`src/rtl/mem_interface.sv`:
```
// Memory-access stage: holds MAR/MDR and runs a req/ack handshake to a
// variable-latency word memory, raising wait_ to stall the microsequencer.
module mem_interface #(
  parameter int ADDR_W  = 12,
  parameter int DATA_W  = 16,
  parameter int TIMEOUT = 64
) (
  input  logic              clk,
  input  logic              rst_n,
  input  logic              ld_mar,
  input  logic              ld_mdr,
  input  logic              mem_rd,
  input  logic              mem_wr,
  input  logic              err_clr,
  input  logic [DATA_W-1:0] bus_in,
  output logic [ADDR_W-1:0] mar_out,
  output logic [DATA_W-1:0] mdr_out,
  output logic              wait_,
  output logic              err,
  output logic              m_req,
  output logic              m_we,
  output logic [ADDR_W-1:0] m_addr,
  output logic [DATA_W-1:0] m_wdata,
  input  logic [DATA_W-1:0] m_rdata,
  input  logic              m_ack
);

  localparam int CNT_W = (TIMEOUT > 1) ? $clog2(TIMEOUT) : 1;
  localparam logic [CNT_W-1:0] CNT_LAST = CNT_W'(TIMEOUT - 1);

  typedef enum logic [1:0] {
    IDLE = 2'd0,
    RD   = 2'd1,
    WR   = 2'd2
  } state_t;

  state_t            state_q, state_d;
  logic [CNT_W-1:0]  cnt_q, cnt_d;
  logic [ADDR_W-1:0] mar_q, mar_d;
  logic [DATA_W-1:0] mdr_q, mdr_d;
  logic              err_q, err_d;
  // Snapshot of MAR/MDR taken by the strobe, so a same-edge load does not
  // leak into the access that the strobe started.
  logic [ADDR_W-1:0] addr_q, addr_d;
  logic [DATA_W-1:0] wdata_q, wdata_d;
  logic              busy;
  logic              timeout;

  always_comb begin
    state_d = state_q;
    cnt_d   = cnt_q;
    mar_d   = mar_q;
    mdr_d   = mdr_q;
    err_d   = err_q;
    addr_d  = addr_q;
    wdata_d = wdata_q;
    busy    = (state_q != IDLE);
    timeout = busy && !m_ack && (cnt_q == CNT_LAST);

    if (err_clr) err_d = 1'b0;

    unique case (state_q)
      IDLE: begin
        if (ld_mar) mar_d = bus_in[ADDR_W-1:0];
        if (ld_mdr) mdr_d = bus_in;
        if (mem_wr || mem_rd) begin
          state_d = mem_wr ? WR : RD;
          cnt_d   = '0;
          addr_d  = mar_q;
          wdata_d = mdr_q;
        end
      end
      RD, WR: begin
        if (m_ack) begin
          state_d = IDLE;
          if (state_q == RD) mdr_d = m_rdata;
        end else if (timeout) begin
          // Abort; a timeout set has priority over a same-cycle err_clr.
          state_d = IDLE;
          err_d   = 1'b1;
        end else begin
          cnt_d = cnt_q + 1'b1;
        end
      end
      default: state_d = IDLE;
    endcase
  end

  always_ff @(posedge clk or negedge rst_n) begin
    if (!rst_n) begin
      state_q <= IDLE;
      cnt_q   <= '0;
      mar_q   <= '0;
      mdr_q   <= '0;
      err_q   <= 1'b0;
      addr_q  <= '0;
      wdata_q <= '0;
    end else begin
      state_q <= state_d;
      cnt_q   <= cnt_d;
      mar_q   <= mar_d;
      mdr_q   <= mdr_d;
      err_q   <= err_d;
      addr_q  <= addr_d;
      wdata_q <= wdata_d;
    end
  end

  assign mar_out = mar_q;
  assign mdr_out = mdr_q;
  assign err     = err_q;
  assign m_req   = (state_q != IDLE);
  assign wait_   = (state_q != IDLE);
  assign m_we    = (state_q == WR);
  assign m_addr  = busy ? addr_q  : mar_q;
  assign m_wdata = busy ? wdata_q : mdr_q;

endmodule

```
`config.mk`:
```
export PLATFORM = sky130hd
export DESIGN_NAME = mem_interface
export DESIGN_NICKNAME = d
export VERILOG_FILES = /design/src/rtl/mem_interface.sv
export SDC_FILE = /design/constraint.sdc
export NUM_CORES = 1
export LEC_CHECK = 0
export ABC_AREA = 0
export BUFFER_PORTS_ARGS = -buffer_cell sky130_fd_sc_hd__buf_2
export CAP_MARGIN = 20
export CORE_UTILIZATION = 50
export CTS_CLUSTER_DIAMETER = 150
export CTS_CLUSTER_SIZE = 25
export DETAILED_ROUTE_END_ITERATION = 10
export PLACE_DENSITY = 0.77
export SYNTH_ARGS = -nofsm -noshare
export SYNTH_HDL_FRONTEND = slang
export SYNTH_SLANG_ARGS = --single-unit
```
`constraint.sdc`:
```
create_clock -name clk -period 3.25 [get_ports clk]
set_clock_uncertainty 0.15 [all_clocks]
set_input_delay 0.65 -clock clk [delete_from_list [all_inputs] [get_ports clk]]
set_output_delay 0.65 -clock clk [all_outputs]
set_load 0.01 [all_outputs]
```
==> results of run 1 <==
final cells by class:
cell class | instances | area share [%]
flip-flops and latches | 65 | 40.5
clock inverters | 3 | 0.998
inverters | 6 | 0.561
well taps | 77 | 2.40
clock buffers | 13 | 3.71
multi-input cells | 153 | 38.5
repair buffers | 104 | 13.3
where the power goes:
part	internal (mW)	switching, mW
sequential	1.22	0.296
combinational	1.32	1.26
clock	0.374	0.283
total	2.92	1.83
cells in the mapped netlist (all sizes together):
master | count | area (sq um)
nand4 | 1 | 6.26
and2 | 1 | 8.76
nor2 | 3 | 27.5
a21o | 1 | 15.0
nand2 | 5 | 18.8
nand3 | 9 | 50.1
or3 | 1 | 6.26
dfrtp | 65 | 1630
ha | 4 | 50.1
o2bb2ai | 1 | 8.76
a221o | 1 | 10.0
nand3b | 3 | 22.5
o211ai | 2 | 20.0
o21bai | 1 | 7.51
o21a | 1 | 7.51
o311ai | 1 | 16.3
and3 | 1 | 6.26
inv | 6 | 22.5
nand2b | 3 | 18.8
nor2b | 1 | 13.8
a32o | 2 | 20.0
o221ai | 1 | 8.76
o21ai | 5 | 36.3
buf | 13 | 92.6
a21oi | 5 | 36.3
mux2 | 100 | 1130
layer usage:
layer | part of all wire (%) | vias to the layer above | wire length, um
met5 | 0 | - | 0
met4 | 1.5 | 0 | 97
met3 | 4.5 | 9 | 298
met2 | 47 | 57 | 3100
met1 | 47 | 1132 | 3110
li1 | - | 1066 | -
state kept, by name, indices dropped and copies added, names as in the netlist:
signal   count
mdr_out     16
wdata_q     16
addr_q      12
mar_out     12
cnt_q        6
state_q      2
err          1
metrics by stage:
step                utilization [%]  worst slack (ns)  cells
floorplan                         -              1.09    237
global placement               60.2             0.681    405
detailed placement             60.2             0.629    405
CTS                            63.2             0.258    421
global route                   63.2             0.178    421
finish                         63.2             0.294    421
kinds of logic after synthesis:
group,synth area share [%]
AOI/OAI and AO/OA,5.68
buffers and inverters,3.51
and+or+nand+nor,5.45
DFF,49.5
adders and majority gates,1.52
muxes,34.3
critical path: stages, from the launching register on:
cell and delay, ns:
dfrtp_1 0.42, inv_1 0.10, ha_2 0.52, buf_4 0.29, mux2_2 0.36, buf_2 0.14
path summary, 6_finish.rpt:
path                                          from                      end  slack [ns]  cells past startpoint
min in group clk           wdata_q[11]$_DFFE_PN0P_  wdata_q[11]$_DFFE_PN0P_        0.34                      1
hold / removal                               rst_n   mdr_out[1]$_DFFE_PN0P_        0.33                      2
max in group asynchronous                    rst_n            err$_DFF_PN0_        2.09                      2
hold reg to reg            wdata_q[11]$_DFFE_PN0P_  wdata_q[11]$_DFFE_PN0P_        0.34                      1
setup / recovery            state_q[0]$_DFFE_PN0P_                m_addr[4]        0.29                      5
setup reg to reg            state_q[0]$_DFFE_PN0P_   mar_out[0]$_DFFE_PN0P_        0.89                      4
==> flow_summary.json, run 1 <==
{
  "placed_cell_area_sq_mm": 0.00382,
  "clk_pin_slew_worst_paths_ns": 0.07,
  "die_y_um": 83.0,
  "drt_wl_total_um": 6610,
  "seqCellArea_sq_mm": 0.00163,
  "drtPass1Iterations": 4,
  "port_buffers": 99,
  "placementRows": 29,
  "path_class": "flop to output pin",
  "drv_cap": 0,
  "grt_first_pass_wirelength_um": 11200,
  "drtIter0Drc": 95,
  "worstPathRequired_ns": 2.45,
  "post_drt_wl_per_cell_um": 15.7,
  "post_cts_resized": 0,
  "layout-drive-gt1-share_pct": 49.7,
  "holdCritPathClass": "input pin to asynchronous set/reset pin",
  "synth_warnings": 0,
  "use_met1_pct": 27.5,
  "grtUsageMet2_pct": 33.2,
  "die_w_um": 83.0,
  "met3_usage_pct": 5.67,
  "fin_area_sq_mm": 0.00401,
  "holdBufCountCts": 0,
  "area_growth_pct": 22.2,
  "status": "complete, no violations",
  "endpoint_kind": "output pin",
  "final_cell_mix": "buf_2, dfrtp_1, mux2_1",
  "grt_busiest_layer": "met2",
  "antenna_found_initial": 0,
  "ys_seq_elements": 65,
  "gp_congestion": 0.768,
  "post_synth_instance_area_sq_mm": 0.00328,
  "antenna_left": 0,
  "cts_root_buf": "clkbuf_8",
  "finalHoldViolCount": 0,
  "die-area_sq_mm": 0.00689,
  "p_leak_nw": 1.85,
  "arrival_ns": 2.16,
  "maxSlewViolCount": 0,
  "relSlewSlack_pct": 46.5,
  "synth.net_count": 281,
  "post-dp-hpwl_um": 4680,
  "post-route-period-util_pct": 91.0,
  "drc": 0,
  "setup_violations": 0,
  "fillCellCount": 495,
  "grt_overflow": 0,
  "grt_pass1_vias": 2259,
  "track_usage_pct": 20.9,
  "ir_drop_uv": 765,
  "cp_max_fo": 18,
  "multi_input_area_sq_mm": 0.00154,
  "synth.avg_cell_area_sq_um": 13.9,
  "start_util_pct": 51.7,
  "yosys.cell_types.count": 36,
  "core_region_area_sq_mm": 0.00635,
  "seq_area_frac_synth_pct": 49.5,
  "clk_latency_ns": 0.33,
  "whs_ns": 0.332,
  "finalNetCount": 383,
  "numCtsBuffers": 9,
  "cts_setup_buffers": 0,
  "power.total_mw": 4.75,
  "htreeDepth": 3,
  "finalSetupTns_ns": 0,
  "viasPerCell": 5.38,
  "final_common_cell": "buf_2",
  "max_freq_mhz": 338,
  "rsz0062_at_grt": "false",
  "cts_buffer_depth": 2,
  "boundaryPins": 100,
  "vias": 2264,
  "cts_sinks": 65,
  "critical_path.startpoint_type": "flop",
  "antenna_cells": 0,
  "grt_max_degree": 66,
  "cts_tree": "yes",
  "synthCells": 237,
  "power.density_mw_per_mm2": 1190,
  "worst_slew_pin_slew_ns": 0.803,
  "fin_crit_ns": 2.96
}
No activity file was read; power rests on OpenSTA's default activity.
==> run 2: changes to the inputs <==
Settings changed: PLACE_DENSITY 0.77 to 0.87, RECOVER_POWER set to 25.
==> run 2 against run 1 <==
Effect of this change:
- via count increased by 0.88%
- power rose by 0.45%
- clock-buffer cell count decreased by 2
- wire length shrank 0.14%
- global-route usage fell by 0.48 points
- non-clock buffer count is the same
- hold slack improved by 0.0071 ns
- highest routed layer unchanged
==> flow_summary.json, run 2 (synthesis results as in run 1) <==
{
  "dr_wl_met2_um": 3470,
  "die_w_um": 83.0,
  "clkPwrFrac_pct": 14.4,
  "endpoint_kind": "output pin",
  "core_region_area_sq_mm": 0.00635,
  "r2r_end": "mar_out[5]$_DFFE_PN0P_",
  "grt_pass1_vias": 2352,
  "top_layer_used": "met4",
  "die_y_um": 83.0,
  "final_common_cell": "buf_2",
  "cts_buffer_depth": 2,
  "critical_path.startpoint_type": "flop",
  "vias": 2284,
  "die-area_sq_mm": 0.00689,
  "drc": 0,
  "status": "complete, no violations",
  "p_sw_share_pct": 38.7,
  "holdCritPathClass": "flop to flop",
  "pwr-share-comb_pct": 54.0,
  "rsz0062_at_grt": "false",
  "fillCellCount": 512,
  "ir_drop_uv": 1110,
  "grt_max_degree": 32,
  "post_cts_resized": 0,
  "r2r-start": "state_q[0]$_DFFE_PN0P_",
  "power.density_mw_per_mm2": 1190,
  "p_sw_mw": 1.85,
  "port_buffers": 99,
  "path_class": "flop to output pin",
  "clk_pin_slew_worst_paths_ns": 0.07,
  "final_cell_mix": "buf_2, dfrtp_1, mux2_1",
  "fin_crit_ns": 2.91,
  "gp_congestion": 0.763,
  "cts_sinks": 65,
  "htreeDepth": 3,
  "reg2reg_depth": 5,
  "drv_cap": 0,
  "drtPass1Iterations": 4,
  "antenna_left": 0,
  "seqCellArea_sq_mm": 0.00163,
  "multi_input_area_sq_mm": 0.00154,
  "cts_tree": "yes",
  "rrSetupSlack_ns": 0.62,
  "holdPathEnd": "wdata_q[2]$_DFFE_PN0P_",
  "max_freq_mhz": 344,
  "maxSlewViolCount": 0,
  "grt_first_pass_wirelength_um": 11000,
  "post-dp-hpwl_um": 4730,
  "finalNetCount": 383,
  "clk_latency_ns": 0.33,
  "boundaryPins": 100,
  "holdBufCountCts": 0,
  "layout-drive-gt1-share_pct": 49.6,
  "met3_wirelength_um": 291,
  "numCtsBuffers": 9,
  "relSlewSlack_pct": 8.10,
  "drtIter0Drc": 74,
  "wl_met1_um": 2760,
  "holdPathStages": 1,
  "track_usage_pct": 20.4,
  "setup_violations": 0,
  "internal_power_mw": 2.93,
  "area_growth_pct": 22.3,
  "post-route-period-util_pct": 89.6,
  "placementRows": 29,
  "arrival_ns": 2.11,
  "drt_wl_total_um": 6600,
  "cts_root_buf": "clkbuf_8",
  "min-delay-start": "wdata_q[2]$_DFFE_PN0P_",
  "cp_max_fo": 31,
  "seq_power_share_pct": 31.5,
  "worstPathRequired_ns": 2.45,
  "cts_setup_buffers": 0,
  "finalSetupTns_ns": 0,
  "post_drt_wl_per_cell_um": 15.7,
  "worst_slew_pin_slew_ns": 1.38,
  "antenna_cells": 0,
  "viasPerCell": 5.44,
  "grt_overflow": 0,
  "p_leak_nw": 1.85,
  "antenna_found_initial": 0,
  "fin_util_pct": 63.3,
  "finalHoldViolCount": 0,
  "start_util_pct": 51.7
}
-- run 2: cell types whose count changed in the layout (fill, tap and decap cells not counted) --
cell,delta
buf_4,-2
buf_2,-1
clkinv_2,-1
clkbuf_8,+1
clkinvlp_4,+1
inv_6,+1
-- run 2: worst max-delay path by stage --
stage / start / to / depth (start not counted) / slack [ns]
2_1_floorplan: state_q[0]$_DFFE_PN0P_ / m_addr[0] / 5 / 1.09
3_3_place_gp: state_q[0]$_DFFE_PN0P_ / mar_out[10]$_DFFE_PN0P_ / 5 / 0.64
3_5_place_dp: state_q[0]$_DFFE_PN0P_ / mar_out[5]$_DFFE_PN0P_ / 5 / 0.59
4_1_cts: state_q[0]$_DFFE_PN0P_ / m_addr[7] / 4 / 0.30
5_1_grt: state_q[0]$_DFFE_PN0P_ / m_wdata[5] / 4 / 0.23
6_report: state_q[0]$_DFFE_PN0P_ / m_wdata[5] / 4 / 0.34
-- run 2: critical path, stage by stage (launching register included) --
cell	delay [ns]
dfrtp_1	0.40
inv_1	0.09
ha_2	0.70
mux2_2	0.43
buf_2	0.14
-- run 2: layout make-up --
class	count	share of cell area, %
Clock buffer	11	3.77
Tap cell	77	2.40
Inverter	6	0.561
Multi-Input combinational cell	153	38.4
Clock inverter	4	1.28
Sequential cell	65	40.5
Timing Repair Buffer	104	13.1
-- run 2: through the flow --
step	instance area (sq um)	worst slack (ns)	hold slack, ns	power, mW	cells
2_1_floorplan	3280	1.09	0.204	3.34	237
3_3_place_gp	3820	0.639	0.319	4.05	405
3_5_place_dp	3820	0.585	0.327	4.14	405
4_1_cts	4030	0.295	0.159	4.85	420
5_1_grt	4020	0.229	0.364	5.11	420
6_report	4020	0.339	0.340	4.78	420
-- run 2: per-layer routing --
| metal | track usage (%) | up-vias |
|---|---|---|
| met3 | 5.86 | 8 |
| met5 | 0 | - |
| met2 | 36.1 | 68 |
| met1 | 23.7 | 1144 |
| li1 | - | 1064 |
| met4 | 6.58 | 0 |
-- run 2: power by group through the flow --
stage	Clock (mW)	Sequential (mW)	Combinational, mW
2_1_floorplan	0	1.54	1.81
5_1_grt	0.737	1.57	2.80
3_3_place_gp	0	1.49	2.56
3_5_place_dp	0	1.52	2.63
4_1_cts	0.708	1.50	2.64
6_report	0.690	1.51	2.58
==> run 3: changes to the inputs <==
Settings changed: CELL_PAD_IN_SITES_DETAIL_PLACEMENT set to 1, CELL_PAD_IN_SITES_GLOBAL_PLACEMENT set to 1, CORE_UTILIZATION 50 to 44, PLACE_DENSITY 0.87 to 0.94, SETUP_SLACK_MARGIN set to 0.2.
==> run 3 against run 2 <==
Effect of this change:
- the run now ends with max-capacitance violations, max-slew violations left
- utilization fell by 7.1 points
- cell count rose by 5.2%
- global-route usage rose by 2.7 points
- critical path depth rose by 1
- non-clock buffer count fell by 1
- sequential cell count did not move
- power rose by 3.3%
- wire length rose by 28%
- sequential share of layout area fell by 0.33 points
- combinational power rose by 4%
- largest power group unchanged
- highest routed layer unchanged
==> flow_summary.json, run 3 (synthesis results as in run 1) <==
{
  "r2r_end": "mdr_out[8]$_DFFE_PN0P_",
  "rrSetupSlack_ns": 0.91,
  "post-dp-hpwl_um": 5740,
  "fin_ws_ns": 0.489,
  "die_w_um": 88.4,
  "die_y_um": 88.4,
  "core_region_area_sq_mm": 0.00721,
  "grt_first_pass_wirelength_um": 13100,
  "critPathCapture": "m_addr[2]",
  "clk_latency_ns": 0.34,
  "fillCellCount": 781,
  "fin_crit_ns": 2.76,
  "multi_input_area_sq_mm": 0.00154,
  "antenna_found_initial": 1,
  "reg2reg_depth": 6,
  "cts_sinks": 65,
  "maxSlewViolCount": 35,
  "holdCritPathClass": "flop to flop",
  "fin_util_pct": 56.1,
  "antenna_left": 0,
  "drc": 0,
  "start_util_pct": 45.5,
  "setup_violations": 0,
  "drt_wl_total_um": 8460,
  "grt_pass1_vias": 2585,
  "numCtsBuffers": 9,
  "finalHoldViolCount": 0,
  "whs_ns": 0.342,
  "pre_cts_slack_ns": 0.868,
  "endpoint_kind": "output pin",
  "status": "complete, but fails checks",
  "clk_pin_slew_worst_paths_ns": 0.08,
  "critical_path.startpoint_type": "flop",
  "layout.cells.non_filler": 442,
  "power.density_mw_per_mm2": 1220,
  "final_common_cell": "buf_2",
  "final_cell_mix": "buf_2, dfrtp_1, mux2_1",
  "placed_cell_area_sq_mm": 0.00387,
  "path_class": "flop to output pin",
  "r2r-start": "state_q[0]$_DFFE_PN0P_",
  "seqCellArea_sq_mm": 0.00163,
  "drtIter0Drc": 94,
  "worst_slew_pin_slew_ns": 1.79,
  "grt_max_degree": 35,
  "power.total_mw": 4.93,
  "cts_tree": "yes",
  "startpoint": "state_q[0]$_DFFE_PN0P_",
  "rsz0062_at_grt": "false",
  "fin_area_sq_mm": 0.00405,
  "cp_max_fo": 29,
  "placedCellCount": 426,
  "boundaryPins": 100,
  "relSlewSlack_pct": -19.4,
  "vias": 2350,
  "cts_setup_buffers": 0,
  "drtPass1Iterations": 4,
  "cts_buffer_depth": 2,
  "post_cts_resized": 0,
  "area_growth_pct": 23.3,
  "holdBufCountCts": 0,
  "violations": "max-capacitance violations, max-slew violations",
  "finalNetCount": 382,
  "post_drt_wl_per_cell_um": 19.1,
  "p_leak_nw": 1.85,
  "arrival_ns": 1.96,
  "gp_congestion": 0.799,
  "track_usage_pct": 23.1,
  "htreeDepth": 3,
  "viasPerCell": 5.32,
  "die-area_sq_mm": 0.00781,
  "ir_drop_uv": 655,
  "finalSetupTns_ns": 0,
  "max_freq_mhz": 362,
  "post-route-period-util_pct": 84.9,
  "cts_root_buf": "clkbuf_8",
  "grt_overflow": 0,
  "drv_cap": 1,
  "layout-drive-gt1-share_pct": 49.7,
  "placementRows": 31,
  "port_buffers": 99,
  "worstPathRequired_ns": 2.45
}
## run 3: layout make-up
type / count / area share (%)
well taps: 99 / 3.06
clock buffers: 12 / 3.83
flip-flops and latches: 65 / 40.2
inverters: 6 / 0.556
multi-input cells: 153 / 38.1
clock inverters: 3 / 0.989
diodes: 1 / 0.0618
repair buffers: 103 / 13.2
## run 3: critical path: stages, from the launching register on
cell     delay [ns]
dfrtp_1        0.42
inv_1          0.10
ha_2           0.31
buf_12         0.25
mux2_2         0.38
buf_2          0.15
## run 3: worst min path at each step
| stage | cells after the start | to | slack [ns] | from |
|---|---|---|---|---|
| after floorplan | 0 | addr_q[0]$_DFFE_PN0P_ | 0.20 | rst_n |
| after global placement | 1 | wdata_q[15]$_DFFE_PN0P_ | 0.32 | wdata_q[15]$_DFFE_PN0P_ |
| after detailed placement | 1 | wdata_q[10]$_DFFE_PN0P_ | 0.33 | wdata_q[10]$_DFFE_PN0P_ |
| after CTS | 1 | addr_q[2]$_DFFE_PN0P_ | 0.24 | rst_n |
| after global routing | 1 | wdata_q[6]$_DFFE_PN0P_ | 0.36 | wdata_q[6]$_DFFE_PN0P_ |
| final | 1 | wdata_q[7]$_DFFE_PN0P_ | 0.34 | wdata_q[7]$_DFFE_PN0P_ |
## run 3: power by group
group,internal (mW),total [mW],switching [mW]
logic,1.34,2.69,1.35
registers,1.22,1.55,0.325
clock network,0.390,0.701,0.311
## run 3: metal layers
metal	GRT usage (%)	wire length [um]	up-vias
met4	12.8	250	0
met1	26.1	3440	1194
met2	40.5	4520	75
met5	0	0	-
met3	5.22	251	20
li1	-	-	1061
